### src/rtl/key_pkg.sv
// Shared definitions for the key input path: debounce FSM states and default timing.
package key_pkg;

    typedef enum logic [1:0] {
        StIdle       = 2'd0,
        StPressDly   = 2'd1,
        StHeld       = 2'd2,
        StReleaseDly = 2'd3
    } key_state_e;

    // 50 MHz clock: cycles per millisecond minus one.
    localparam int unsigned T1MS_DEFAULT = 49_999;

    localparam int unsigned MS_CNT_W = 10;

endpackage

### src/rtl/ms_tick_gen.sv
// Millisecond prescaler with a registered tick; clr_i restarts the count so that
// every delay begins phase-aligned.
module ms_tick_gen
    import key_pkg::*;
#(
    parameter int unsigned T1MS = T1MS_DEFAULT
) (
    input  logic clk_i,
    input  logic rst_i,
    input  logic clr_i,
    output logic ms_tick_o
);

    localparam int unsigned CntW = (T1MS > 0) ? $clog2(T1MS + 1) : 1;
    localparam logic [CntW-1:0] CntLast = CntW'(T1MS);

    logic [CntW-1:0] cnt_q, cnt_d;
    logic            tick_q, tick_d;

    always_comb begin
        cnt_d  = cnt_q + CntW'(1);
        tick_d = 1'b0;
        if (clr_i) begin
            cnt_d  = '0;
        end else if (cnt_q == CntLast) begin
            cnt_d  = '0;
            tick_d = 1'b1;
        end
    end

    always_ff @(posedge clk_i) begin
        if (rst_i) begin
            cnt_q  <= '0;
            tick_q <= 1'b0;
        end else begin
            cnt_q  <= cnt_d;
            tick_q <= tick_d;
        end
    end

    assign ms_tick_o = tick_q;

endmodule

### src/rtl/key_debounce_fsm.sv
// Key debouncer: turns edge strobes into a clean level plus press, release and
// long-press pulses, with a millisecond lockout after each accepted edge.
module key_debounce_fsm
    import key_pkg::*;
#(
    parameter int unsigned T1MS        = T1MS_DEFAULT,
    parameter int unsigned DEBOUNCE_MS = 10,
    parameter int unsigned LONG_MS     = 1000
) (
    input  logic CLK,
    input  logic RST,
    input  logic H2L_Sig,
    input  logic L2H_Sig,
    output logic Pin_Out,
    output logic Press_Pulse,
    output logic Release_Pulse,
    output logic Long_Pulse
);

    localparam logic [MS_CNT_W-1:0] DebLast = MS_CNT_W'(DEBOUNCE_MS - 1);
    localparam logic [MS_CNT_W-1:0] LongLast = MS_CNT_W'(LONG_MS - 1);
    localparam logic [MS_CNT_W-1:0] LongSat = MS_CNT_W'(LONG_MS);

    key_state_e          state_q, state_d;
    logic [MS_CNT_W-1:0] ms_q, ms_d;
    logic                long_done_q, long_done_d;
    logic                pin_q, pin_d;
    logic                press_q, press_d;
    logic                release_q, release_d;
    logic                long_q, long_d;

    logic ms_tick;
    logic state_chg;
    logic dly_done;
    logic long_hit;

    ms_tick_gen #(
        .T1MS (T1MS)
    ) u_ms_tick_gen (
        .clk_i     (CLK),
        .rst_i     (RST),
        .clr_i     (state_chg),
        .ms_tick_o (ms_tick)
    );

    assign dly_done = ms_tick && (ms_q == DebLast);
    assign long_hit = ms_tick && (ms_q == LongLast) && !long_done_q;

    // State register
    always_ff @(posedge CLK) begin
        if (RST) begin
            state_q <= StIdle;
        end else begin
            state_q <= state_d;
        end
    end

    // Next-state logic; strobes outside IDLE/HELD are dropped (lockout)
    always_comb begin
        state_d = state_q;
        unique case (state_q)
            StIdle:       if (H2L_Sig)  state_d = StPressDly;
            StPressDly:   if (dly_done) state_d = StHeld;
            StHeld:       if (L2H_Sig)  state_d = StReleaseDly;
            StReleaseDly: if (dly_done) state_d = StIdle;
            default:                    state_d = StIdle;
        endcase
    end

    assign state_chg = (state_d != state_q);

    // ms counter: idle holds at zero, HELD saturates so it can never wrap
    always_comb begin
        ms_d = ms_q;
        if (state_chg) begin
            ms_d = '0;
        end else if (ms_tick && (state_q != StIdle)) begin
            if (!((state_q == StHeld) && (ms_q == LongSat))) begin
                ms_d = ms_q + MS_CNT_W'(1);
            end
        end
    end

    // Output logic: next values of the registered outputs
    always_comb begin
        pin_d       = pin_q;
        press_d     = 1'b0;
        release_d   = 1'b0;
        long_d      = 1'b0;
        long_done_d = long_done_q;
        unique case (state_q)
            StIdle: begin
                long_done_d = 1'b0;
            end
            StPressDly: begin
                if (dly_done) begin
                    pin_d   = 1'b0;
                    press_d = 1'b1;
                end
            end
            StHeld: begin
                if (long_hit) begin
                    long_d      = 1'b1;
                    long_done_d = 1'b1;
                end
                if (L2H_Sig) begin
                    long_done_d = 1'b0;
                end
            end
            StReleaseDly: begin
                if (dly_done) begin
                    pin_d     = 1'b1;
                    release_d = 1'b1;
                end
            end
            default: begin
                pin_d = 1'b1;
            end
        endcase
    end

    always_ff @(posedge CLK) begin
        if (RST) begin
            ms_q        <= '0;
            long_done_q <= 1'b0;
            pin_q       <= 1'b1;
            press_q     <= 1'b0;
            release_q   <= 1'b0;
            long_q      <= 1'b0;
        end else begin
            ms_q        <= ms_d;
            long_done_q <= long_done_d;
            pin_q       <= pin_d;
            press_q     <= press_d;
            release_q   <= release_d;
            long_q      <= long_d;
        end
    end

    assign Pin_Out       = pin_q;
    assign Press_Pulse   = press_q;
    assign Release_Pulse = release_q;
    assign Long_Pulse    = long_q;

    a_pulse_excl: assert property (@(posedge CLK) !(Press_Pulse && Release_Pulse));

endmodule

### config.mk
export PLATFORM = sky130hd
export DESIGN_NAME = key_debounce_fsm
export DESIGN_NICKNAME = d
export VERILOG_FILES = /design/src/rtl/key_pkg.sv /design/src/rtl/ms_tick_gen.sv /design/src/rtl/key_debounce_fsm.sv
export SDC_FILE = /design/constraint.sdc
export NUM_CORES = 1
export LEC_CHECK = 0
export CORE_ASPECT_RATIO = 0.6
export CORE_MARGIN = 1
export CORE_UTILIZATION = 60
export CTS_BUF_LIST = sky130_fd_sc_hd__clkbuf_16
export DETAILED_ROUTE_END_ITERATION = 6
export PLACE_DENSITY_LB_ADDON = 0.08
export REMOVE_ABC_BUFFERS = 1
export SYNTH_ARGS = -nofsm -noshare
export SYNTH_HDL_FRONTEND = slang
export SYNTH_SLANG_ARGS = --single-unit
### constraint.sdc
create_clock -name CLK -period 3.6 [get_ports CLK]
set_clock_uncertainty 0.2 [all_clocks]
set_input_delay 0.72 -clock CLK [delete_from_list [all_inputs] [get_ports CLK]]
set_output_delay 0.72 -clock CLK [all_outputs]
set_load 0.005 [all_outputs]
==> Word level (Yosys, flattened, before mapping) <==
Index checks and enable logic that the tools add are counted.
{ "totals": {"register_bits": 34, "output_inout_bits": 4, "wordCells": 58} }
{ "classes": {"add_sub_neg": 2, "n_eq_ne": 11, "n_mux": 14, "bitwise_logic": 4, "n_reduce_logical": 18} }
{ "op_table": {"columns": ["op", "n"], "rows": [
  ["$eq A10 B10 Y1 const B", 2],
  ["$add A16 B1 Y16 const B", 1],
  ["$eq A16 B16 Y1 const B", 1],
  ["$add A10 B1 Y10 const B", 1],
  ["$eq A10 B4 Y1 const B", 1],
  ["$mux W2", 4],
  ["$pmux W2 S4", 1],
  ["$reduce_or A2 Y1", 4],
  ["$mux W1", 7],
  ["$reduce_bool A2 Y1", 3],
  ["$logic_and A1 B1 Y1", 5],
  ["$eq A2 B2 Y1 const B", 2],
  ["$ne A2 B2 Y1 const B", 2],
  ["$not A1 Y1", 4],
  ["$pmux W1 S2", 2],
  ["$reduce_and A2 Y1", 2],
  ["$ne A3 B3 Y1 const B", 1],
  ["$reduce_and A3 Y1", 1],
  ["$reduce_or A3 Y1", 1],
  ["$eq A2 B1 Y1 const B", 1],
  ["$logic_not A2 Y1", 1],
  ["$ne A2 B2 Y1", 1],
  ["$logic_not A1 Y1", 1]
]} }

==> Longest topological paths before layout <==
Gate-level depths: netlist of run 1.
{ "depth": {"ltp_word": 6, "mapped_depth": 7} }

==> By module <==
Synthesis of run 1 repeated with hierarchy kept, for this count alone.
{ "hier_totals": {"cells_unflattened": 172, "hier_area_um2": 1625.3} }
{ "by_module_without_submodules": {"columns": ["mod", "n_inst", "cells_each", "area_per_inst_um2", "seq_area_each_um2"], "rows": [
  ["key_debounce_fsm", 1, 91, 817.0, 340.3],
  ["ms_tick_gen", 1, 81, 808.3, 340.3]
]} }

==> Worst setup path after synthesis of run 1 <==
Ideal clock, no wire load.
{ "synth_timing": {"kind": "register to register", "startpoint": "register u_ms_tick_gen.cnt_q[11]", "endpoint": "register u_ms_tick_gen.cnt_q[10]", "setup_ps": 115, "arrival_time_ps": 1681, "t_required_ps": 3285, "setup_slack_ps": 1604, "path_stages_with_launch": 6, "path_buffers": 1, "path_cell_list": "dfxtp_1 -> or4_1 -> or4_4 -> o2111ai_4 -> buf_8 -> nor2_1"} }
{ "synth_via": {"elab_chain_len": 2} }
{ "synth_rtl": {"columns": ["item", "line_no", "source"], "rows": [
  ["from (decl)", "ms_tick_gen.sv:17", "logic [CntW-1:0] cnt_q, cnt_d;"],
  ["from (signal assigned)", "ms_tick_gen.sv:36", "cnt_q <= cnt_d;"],
  ["$eq A16 B16 Y1", "ms_tick_gen.sv:25", "end else if (cnt_q == CntLast) begin"],
  ["$reduce_or A3 Y1 (no line)", null, null]
]} }
Every way passes these cells.
A chain may end at the register's enable or synchronous reset.

==> Final worst setup path of run 1 <==
{ "layout_timing": {"startpoint": "input L2H_Sig", "endpoint": "register ms_q[8]"} }
{ "layout_via": {"elab_chain_len": 4} }
{ "layout_rtl": {"columns": ["item", "line_no", "source"], "rows": [
  ["from (decl)", "key_debounce_fsm.sv:13", "input logic L2H_Sig,"],
  ["$mux W2", "key_debounce_fsm.sv:64", "StHeld: if (L2H_Sig) state_d = StReleaseDly;"],
  ["$pmux W2 S4", "key_debounce_fsm.sv:61", "unique case (state_q)"],
  ["$ne A2 B2 Y1", "key_debounce_fsm.sv:70", "assign state_chg = (state_d != state_q);"],
  ["$reduce_or A2 Y1 (no line)", null, null],
  ["to (signal assigned)", "key_debounce_fsm.sv:131", "ms_q <= ms_d;"],
  ["to (decl)", "key_debounce_fsm.sv:25", "logic [MS_CNT_W-1:0] ms_q, ms_d;"]
]} }
Every way passes these cells.

==> results of run 1 <==
[cell families after synthesis]
| logic type | after synthesis |
|---|---|
| buffers and inverters | 14 |
| DFF | 34 |
| xor gates and xnor gates | 22 |
| muxes | 3 |
| AOI/OAI and AO/OA | 14 |
| adders and majority gates | 4 |
| and+or+nand+nor | 84 |
[registers in the layout (all words and copies together) (netlist names)]
signal                   cells
u_ms_tick_gen.cnt_q         16
ms_q                        10
state_q                      2
Long_Pulse                   1
Pin_Out                      1
Press_Pulse                  1
Release_Pulse                1
long_done_q                  1
u_ms_tick_gen.ms_tick_o      1
[worst min path at each step]
stage                             startpoint               endpoint  slack (ns)  cells past startpoint
floorplan           long_done_q$_SDFFE_PP0P_  Long_Pulse$_SDFF_PP0_        0.20                      1
global placement    long_done_q$_SDFFE_PP0P_  Long_Pulse$_SDFF_PP0_        0.20                      1
detailed placement  long_done_q$_SDFFE_PP0P_  Long_Pulse$_SDFF_PP0_        0.21                      1
CTS                 long_done_q$_SDFFE_PP0P_  Long_Pulse$_SDFF_PP0_        0.22                      1
global route        long_done_q$_SDFFE_PP0P_  Long_Pulse$_SDFF_PP0_        0.27                      1
finish              long_done_q$_SDFFE_PP0P_  Long_Pulse$_SDFF_PP0_        0.22                      1
[critical path, delay by kind of cell]
family	cells	cell delay, ns
buffers and inverters	1	0.51
AO/OA/AOI/OAI	1	0.75
multiplexers	1	0.15
AND/OR/NAND/NOR	1	0.13
[where the power goes]
part | leakage (nW) | total, mW | internal [mW] | switching [mW]
sequential | 0.274 | 0.385 | 0.380 | 0.00541
combinational | 0.209 | 0.0219 | 0.00860 | 0.0133
clock | 0.0724 | 0.397 | 0.249 | 0.148
total | 0.556 | 0.804 | 0.638 | 0.166
[stage by stage]
step | setup slack, ns | util
5_1_grt | 1.135 | 0.7703
2_1_floorplan | 1.663 | -
6_report | 1.247 | 0.7703
3_3_place_gp | 1.133 | 0.7107
4_1_cts | 1.258 | 0.7703
3_5_place_dp | 0.9850 | 0.7107
[layout make-up]
| type | count | area share |
|---|---|---|
| Clock inverter | 3 | 0.007032 |
| Sequential cell | 34 | 0.3826 |
| Inverter | 10 | 0.02110 |
| Multi-Input combinational cell | 127 | 0.4585 |
| Timing Repair Buffer | 7 | 0.03938 |
| Tap cell | 30 | 0.02110 |
| Clock buffer | 5 | 0.07032 |
[metal layers]
layer	vias to the layer above	GRT usage	routed length (µm)
met5	-	0	0
met4	0	0.1125	54
met3	7	0.09341	214
li1	619	-	-
met1	573	0.3701	1561
met2	41	0.3426	1299
[cells in the final DEF, fill, tap and decap left out, types with 2 or more instances in the layout]
master,n
nor3_1,11
nand3_1,8
or4_1,2
clkbuf_16,5
o21ai_0,2
nor4bb_1,2
clkdlybuf4s50_1,7
a21oi_1,3
inv_1,11
o211ai_1,2
xor2_1,3
nand2_1,10
mux2i_1,3
nand4_1,3
nor4_1,3
dfxtp_1,34
xnor2_1,19
ha_1,4
nor2_1,37
==> impl_results.md, run 1 <==
- Sequential element share of the synthesized area: 0.4352
- Via density: 5.741
- Final hold violations: 0
- Io pins: 8
- Num CTS Buffers: 5
- Initial Util: 0.6771
- DR pass1 iterations: 4
- Adder-Cell Fraction of Synth Area: 0.03200
- Seq. cell area: between 600 and 700 µm²
- Row cnt: 13
- R2R setup slack: 1.41 ns
- CTS tree: done
- Compound-gate portion of the synthesized area: 0.07200
- Post_cts resized: 0
- Worst-Margin Slew: 0.8876 ns
- Post-synth top cells: nor2_1, dfxtp_1, xnor2_1
- Post-synth EDFFs: 0
- Top post-synthesis cells by area: dfxtp_1, xnor2_1, nor2_1, nor3_1, ha_1
- Routed vias: 1,240
- Post-synth cell types: 35
- Final ANT Viol Nets: 0
- # setup viols final: 0
- Register-to-Register Path Depth: 5
- Slew Limit Fails: 0
- Chip Height: 41.55 µm
- Multiplexer area fraction after synthesis: 0.01920
- Worst Path Arrival: ~2.3 ns
- DRC: 0
- Worst hold path type: flip-flop to flip-flop
- Critical Path End Type: flip-flop
- Ratio of final minimum period to clock period: 0.6537
- Avg Inst Size Synth: 8.937 µm²
- Most common cell in the netlist: nor2_1
- Layout area overhead: 13.76%
- Status: completed
- Setup_tns: 0 ns
- Cell Area, Synth: roughly 1600 µm²
- Worst IR Drop VDD: 0.0003251 V
- Multi-input logic area: 815.8 µm²
- Postcts setup bufs: 0
- Post-synthesis async set-or-reset flop share: 0
- H-tree Lvls: 2
- Nets@finish: approximately 190
- P_leak: 0.5557 nW
- Share of layout cells above drive strength 1: 0.04839
- # port buffers: 7
- Die area: 2821 µm²
- Initial antenna violation count: 0
- DP Wirelength: 2167 µm
- End of the critical path: ms_q[8]$_SDFFE_PP0P_
- Clk sinks: 34
- RR Startpoint: ms_q[0]$_SDFFE_PP0P_
- Crit path launch type: input pin
- Placed Cells: 208
- Worst setup path category: input pin to flip-flop
- Largest fanout on the critical path: 11
- Simple-Gate Fraction of Synth Area: 0.2752
- Total global routing overflow: 0
- Drt wl/cell: 14.49 µm
- Synthesis Warnings: 0
- FF+latch count, synth: 34
- Max-slew headroom: 0.4057
- RD Place Congestion: 0.8287
- Min Tclk post-route: 2.353 ns
- Leading area contributor after synthesis: dfxtp_1
- DP Area: around 1600 µm²
- Iteration-0 DRC Markers: 84
- Core ar.: approximately 2300 µm²
- Tot GR Track Use: 0.2583
- Number of hold buffers added after CTS: 0
- Final Power: 804.2 µW
- Finished Cell Area: 1779 µm²
- Primary FF master, synth: dfxtp_1
- Vias in the first global route: 1,122
- XOR/XNOR share of the synthesized area: 0.1232
- Diode count: 0
- CP startpoint: L2H_Sig
- Die X: 67.91 µm
- Mapped Cells: 175
- Slowest CP cell: o211ai_1
- Synth top area share: 0.4352
- Reg2reg end: ms_q[8]$_SDFFE_PP0P_
- # fillers: 151
- Clk root buf: clkbuf_16
- First-pass GRT wire length: approximately 5300 µm
- CTS max path bufs: 2
- Pwr per Cell Area: 452.0 nW/µm²
- Largest family of logic cells by synthesized area: simple AND/OR/NAND/NOR gates
- Clock transition at the registers of the reported paths: 0.05 ns
- Max Cap Violations: 0
- Critical Path RT: roughly 3.5 ns
- Critical path, cell by cell: clkdlybuf4s50_1 -> mux2i_1 -> o211ai_1 -> nor2_1
- Pin count of the biggest net entering global routing: 17
- Final cell count without fillers: about 220
- RSZ-0062 raised after global routing: false
- Final wirelength: 3129 µm
- Highest clock rate: between 0.4 and 0.5 GHz
- Critical Path Max Stage Delay: 0.75 ns
- Clock Latency Late Sink: 0.28 ns
- Hold slack: 0.2245 ns
Note: power is estimated with default switching activity, not from simulation.
==> run 2, diff against run 1 <==
Settings changed: CORE_UTILIZATION 60 to 58.
Clock period 3.6 ns to 2.4 ns, I/O delays scaled along.
==> impl_results.md, run 2 (synthesis results as in run 1) <==
- P_int: 951.8 µW (was 637.8 µW)
- Worst Setup Slack, final: 0.2947 ns (was 1.247 ns)
- Routed vias: 1,229 (was 1,240)
- Worst-Margin Slew: 0.8573 ns (was 0.8876 ns)
- Placed Cells: 212 (was 208)
- Number of hold buffers added after CTS: 0 (unchanged)
- # setup viols final: 0 (unchanged)
- First-pass GRT wire length: 5237 µm (was 5257 µm)
- RSZ-0062 raised after global routing: false (unchanged)
- Postcts setup bufs: 0 (unchanged)
- Slew Limit Fails: 0 (unchanged)
- Clk root buf: clkbuf_16 (unchanged)
- Largest fanout on the critical path: 16 (was 11)
- Core ar.: 2522 µm² (was 2310 µm²)
- Total global routing overflow: 0 (unchanged)
- P_leak: 0.5557 nW (about the same)
- Registers with the most flip-flops: u_ms_tick_gen.cnt_q (16), ms_q (10), state_q (2) (unchanged)
- Final hold violations: 0 (unchanged)
- Setup_tns: 0 ns (unchanged)
- Max-slew headroom: 0.4260 (was 0.4057)
- Row cnt: 14 (was 13)
- Sequential share of power: 0.483 (was 0.479)
- Switching share of total power: 0.1985 (was 0.2069)
- Clock transition at the registers of the reported paths: 0.05 ns (about the same)
- Num CTS Buffers: 5 (unchanged)
- Status: completed (unchanged)
- Max reg flops: 16 (unchanged)
- Final wirelength: 3016 µm (was 3129 µm)
- Worst Path Arrival: 2.04 ns (was 2.27 ns)
- Pwr per Cell Area: 664.1 nW/µm² (was 452.0 nW/µm²)
- Diode count: 0 (unchanged)
- Logic pwr share: 0.032 (was 0.027)
- Worst hold path type: flip-flop to flip-flop (unchanged)
- Highest clock rate: 0.4750 GHz
- # port buffers: 7 (unchanged)
- Commonest non-fill, non-tap cell in the layout: nor2_1 (unchanged)
- Layout area overhead: 14.32% (was 13.76%)
- Die area: 2915 µm² (was 2821 µm²)
- Crit path launch type: flip-flop (was input pin)
- CTS max path bufs: 2 (unchanged)
- Hold Path Depth: 1 (unchanged)
- Final Power: 1.187 mW (was 804.2 µW)
- Worst setup path category: flip-flop to flip-flop (was input pin to flip-flop)
- RD Place Congestion: 0.8452 (was 0.8287)
- Die X: 69.04 µm (was 67.91 µm)
- Share of layout cells above drive strength 1: 0.05376 (was 0.04839)
- Chip Height: 42.23 µm (was 41.55 µm)
- Worst IR Drop VDD: 0.0004204 V (was 0.0003251 V)
- Final cell count without fillers: 218 (was 216)
- Vias in the first global route: 1,087 (was 1,122)
- Sw Pwr: 235.7 µW (was 166.4 µW)
- Clock Latency Late Sink: 0.27 ns (was 0.28 ns)
- Min Tclk post-route: 2.105 ns
- Via density: 5.638 (was 5.741)
- DR pass1 iterations: 4 (unchanged)
- Iteration-0 DRC Markers: 82 (was 84)
- Pin count of the biggest net entering global routing: 17 (unchanged)
- DP Area: 1659 µm² (was 1642 µm²)
- Drt wl/cell: 13.83 µm (was 14.49 µm)
- Max Cap Violations: 0 (unchanged)
- Io pins: 8 (unchanged)
- Ratio of final minimum period to clock period: 0.8772
- Critical Path RT: 2.34 ns (was 3.52 ns)
- Clk network pwr share: 0.485 (was 0.494)
- DRC: 0 (unchanged)
- DP Wirelength: 2127 µm (was 2167 µm)
- CTS tree: done (unchanged)
- Initial Util: 0.6200 (was 0.6771)
- Place WS: 0.01391 ns (was 0.9850 ns)
- Post_cts resized: 0 (unchanged)
- Critical Path End Type: flip-flop (unchanged)
- Tot GR Track Use: 0.2311 (was 0.2583)
- Clk sinks: 34 (unchanged)
- Most frequent cells in the layout: nor2_1, dfxtp_1, xnor2_1 (unchanged)
- Initial antenna violation count: 0 (unchanged)
- Final ANT Viol Nets: 0 (unchanged)
- Register-to-Register Path Depth: 4 (was 5)
- H-tree Lvls: 2 (unchanged)
- Finished Cell Area: 1788 µm² (was 1779 µm²)
- Nets@finish: 195 (was 193)
- Most flops, register: u_ms_tick_gen.cnt_q (unchanged)
## run 2: path summary, 6_finish.rpt
check                                 endpoint                          startpoint  slack (ns)
max          u_ms_tick_gen.cnt_q[9]$_SDFF_PP0_  u_ms_tick_gen.cnt_q[12]$_SDFF_PP0_        0.29
min                      Long_Pulse$_SDFF_PP0_            long_done_q$_SDFFE_PP0P_        0.22
max reg2reg  u_ms_tick_gen.cnt_q[9]$_SDFF_PP0_  u_ms_tick_gen.cnt_q[12]$_SDFF_PP0_        0.29
min reg2reg              Long_Pulse$_SDFF_PP0_            long_done_q$_SDFFE_PP0P_        0.22
## run 2: critical path: stages (launching register included)
cell and delay (ns):
dfxtp_1 0.34, or4_1 0.51, or4_4 0.55, o2111ai_4 0.24, nor2_1 0.12
## run 2: metrics by stage
stage               hold WS, ns  utilization
floorplan                0.1994            -
global placement         0.2064       0.6577
detailed placement       0.2069       0.6577
CTS                      0.2163       0.7088
global route             0.2733       0.7088
finish                   0.2219       0.7088
## run 2: layout make-up
type / count / area [µm²]
clock buffer: 5 / 125.1
timing repair buffer: 9 / 85.08
fill: 195 / 734.5
tap: 32 / 40.04
multi-input combinational: 127 / 815.8
clock inverter: 1 / 3.754
sequential: 34 / 680.7
inverter: 10 / 37.54
## run 2: routing by layer
layer,track usage,share of wire,wire (µm)
met4,0.08571,0.0033,10
met5,0,0,0
met1,0.3486,0.53,1595
met2,0.2971,0.39,1173
met3,0.07933,0.078,236
## run 2: power groups by stage
stage / registers, mW / clock network [mW] / logic [mW]
2_1_floorplan: 0.587 / 0 / 0.0195
3_3_place_gp: 0.585 / 0 / 0.0356
3_5_place_dp: 0.585 / 0 / 0.0376
4_1_cts: 0.573 / 0.586 / 0.0377
5_1_grt: 0.573 / 0.609 / 0.0409
6_report: 0.574 / 0.576 / 0.0378
==> run 3, diff against run 2 <==
Settings changed: CORE_UTILIZATION 58 to 25, HOLD_SLACK_MARGIN from default to 0.05.
==> impl_results.md, run 3 (synthesis results as in run 1) <==
- Logic pwr share: 0.033 (was 0.032)
- Clk sinks: 34 (unchanged)
- DRC: 0 (unchanged)
- CP startpoint: u_ms_tick_gen.cnt_q[11]$_SDFF_PP0_ (was u_ms_tick_gen.cnt_q[12]$_SDFF_PP0_)
- Core Util, Final: 0.3183 (was 0.7088)
- Sequential share of power: 0.480 (was 0.483)
- Postcts setup bufs: 0 (unchanged)
- Worst Path Arrival: 2.05 ns (was 2.04 ns)
- Registers with the most flip-flops: u_ms_tick_gen.cnt_q (16), ms_q (10), state_q (2) (unchanged)
- Clock Latency Late Sink: 0.27 ns (about the same)
- Finished Cell Area: 1848 µm² (was 1788 µm²)
- Pin count of the biggest net entering global routing: 17 (unchanged)
- CTS tree: done (unchanged)
- RSZ-0062 raised after global routing: false (unchanged)
- Via density: 4.429 (was 5.638)
- First-pass GRT wire length: 5526 µm (was 5237 µm)
- Critical path, cell by cell: or4_1 -> or4_4 -> o2111ai_4 -> nor2_1 (unchanged)
- Nets@finish: 195 (unchanged)
- Critical Path End Type: flip-flop (unchanged)
- Crit path launch type: flip-flop (unchanged)
- Final wirelength: 3171 µm (was 3016 µm)
- Hold Path Depth: 1 (unchanged)
- Post_cts resized: 0 (unchanged)
- Worst setup path category: flip-flop to flip-flop (unchanged)
- H-tree Lvls: 2 (unchanged)
- P_leak: 0.5561 nW (was 0.5557 nW)
- Diode count: 0 (unchanged)
- Clk network pwr share: 0.487 (was 0.485)
- Min Tclk post-route: 2.113 ns (was 2.105 ns)
- Seq. cell area: 680.7 µm² (unchanged)
- Share of layout cells above drive strength 1: 0.05376 (unchanged)
- Worst-Margin Slew: 0.5065 ns (was 0.8573 ns)
- DP Area: 1719 µm² (was 1659 µm²)
- Chip Height: 63.27 µm (was 42.23 µm)
- Drt wl/cell: 11.92 µm (was 13.83 µm)
- # setup viols final: 0 (unchanged)
- Max-slew headroom: 0.6622 (was 0.4260)
- Max reg flops: 16 (unchanged)
- Final ANT Viol Nets: 0 (unchanged)
- Slew Limit Fails: 0 (unchanged)
- Ratio of final minimum period to clock period: 0.8806 (was 0.8772)
- Total global routing overflow: 0 (unchanged)
- Sw Pwr: 241.0 µW (was 235.7 µW)
- DP Wirelength: 2282 µm (was 2127 µm)
- Routed vias: 1,178 (was 1,229)
- # port buffers: 7 (unchanged)
- Highest clock rate: 0.4732 GHz (was 0.4750 GHz)
- Slowest CP cell: or4_4 (unchanged)
- Most frequent cells in the layout: nor2_1, dfxtp_1, xnor2_1 (unchanged)
- Clk root buf: clkbuf_16 (unchanged)
- # fillers: 604 (was 195)
- Core ar.: 5807 µm² (was 2522 µm²)
- Max Cap Violations: 0 (unchanged)
- Die X: 104.1 µm (was 69.04 µm)
- Hold path start: long_done_q$_SDFFE_PP0P_ (unchanged)
- Multi-input logic area: 815.8 µm² (unchanged)
- Worst IR Drop VDD: 0.0002762 V (was 0.0004204 V)
- RD Place Congestion: 0.7123 (was 0.8452)
- CTS max path bufs: 2 (unchanged)
- Number of hold buffers added after CTS: 0 (unchanged)
- Die area: 6587 µm² (was 2915 µm²)
- Iteration-0 DRC Markers: 93 (was 82)
- P_int: 953.6 µW (was 951.8 µW)
- Register-to-Register Path Depth: 4 (unchanged)
- Placed Cells: 260 (was 212)
- DR pass1 iterations: 4 (unchanged)
- Final hold violations: 0 (unchanged)
- Critical Path RT: 2.34 ns (about the same)
- Worst hold path type: flip-flop to flip-flop (unchanged)
- Initial Util: 0.2693 (was 0.6200)
- Clock transition at the registers of the reported paths: 0.05 ns (about the same)
- Io pins: 8 (unchanged)
- RR Startpoint: u_ms_tick_gen.cnt_q[11]$_SDFF_PP0_ (was u_ms_tick_gen.cnt_q[12]$_SDFF_PP0_)
- Num CTS Buffers: 5 (unchanged)
- Tot GR Track Use: 0.1079 (was 0.2311)
- Layout area overhead: 18.16% (was 14.32%)
- Row cnt: 21 (was 14)
- Most flops, register: u_ms_tick_gen.cnt_q (unchanged)
- Commonest non-fill, non-tap cell in the layout: nor2_1 (unchanged)
- Switching share of total power: 0.2017 (was 0.1985)
- Final cell count without fillers: 266 (was 218)
- Setup_tns: 0 ns (unchanged)
- Pwr per Cell Area: 646.4 nW/µm² (was 664.1 nW/µm²)
- Initial antenna violation count: 0 (unchanged)
- Status: completed (unchanged)
- Largest fanout on the critical path: 16 (unchanged)
- Vias in the first global route: 1,095 (was 1,087)
- Critical Path Max Stage Delay: 0.56 ns (was 0.55 ns)
- Hold slack: 0.2209 ns (was 0.2219 ns)
-- run 3: cell counts in the layout (fill, tap and decap cells not counted) --
Identical to the previous run, type by type.
-- run 3: worst max-delay path, delay by kind of cell, from the launching register on --
family / cells / cell delay [ns]
simple gates: 3 / 1.20
compound gates: 1 / 0.24
flops: 1 / 0.34
-- run 3: power groups by stage --
stage	logic [mW]	registers, mW	clock network (mW)
after detailed placement	0.0402	0.585	0
after floorplan	0.0195	0.587	0
after global routing	0.0448	0.573	0.632
after global placement	0.0393	0.585	0
after CTS	0.0405	0.573	0.607
final	0.0397	0.573	0.582
-- run 3: final timing paths --
path / slack (ns) / to
worst max register to register: 0.29 / u_ms_tick_gen.cnt_q[3]$_SDFF_PP0_
worst max-delay path: 0.29 / u_ms_tick_gen.cnt_q[3]$_SDFF_PP0_
worst min register to register: 0.22 / Long_Pulse$_SDFF_PP0_
worst min-delay path: 0.22 / Long_Pulse$_SDFF_PP0_
-- run 3: metrics by stage --
step                      setup slack [ns]  total power [mW]
final                               0.2866             1.195
after global routing                0.1571             1.250
after CTS                           0.2805             1.220
after detailed placement            0.2984            0.6251
after global placement              0.3347            0.6240
after floorplan                     0.4630            0.6063
-- run 3: cell type report --
type	count	share of cell area
Tap cell	80	0.05416
Multi-Input combinational cell	127	0.4414
Timing Repair Buffer	9	0.04604
Clock buffer	5	0.06770
Sequential cell	34	0.3683
Clock inverter	1	0.002031
Inverter	10	0.02031
-- run 3: layer usage --
layer  track usage  wire, µm
met1        0.1643      1815
met2        0.1392      1172
met3       0.03727       156
met4       0.02679        27
met5             0         0
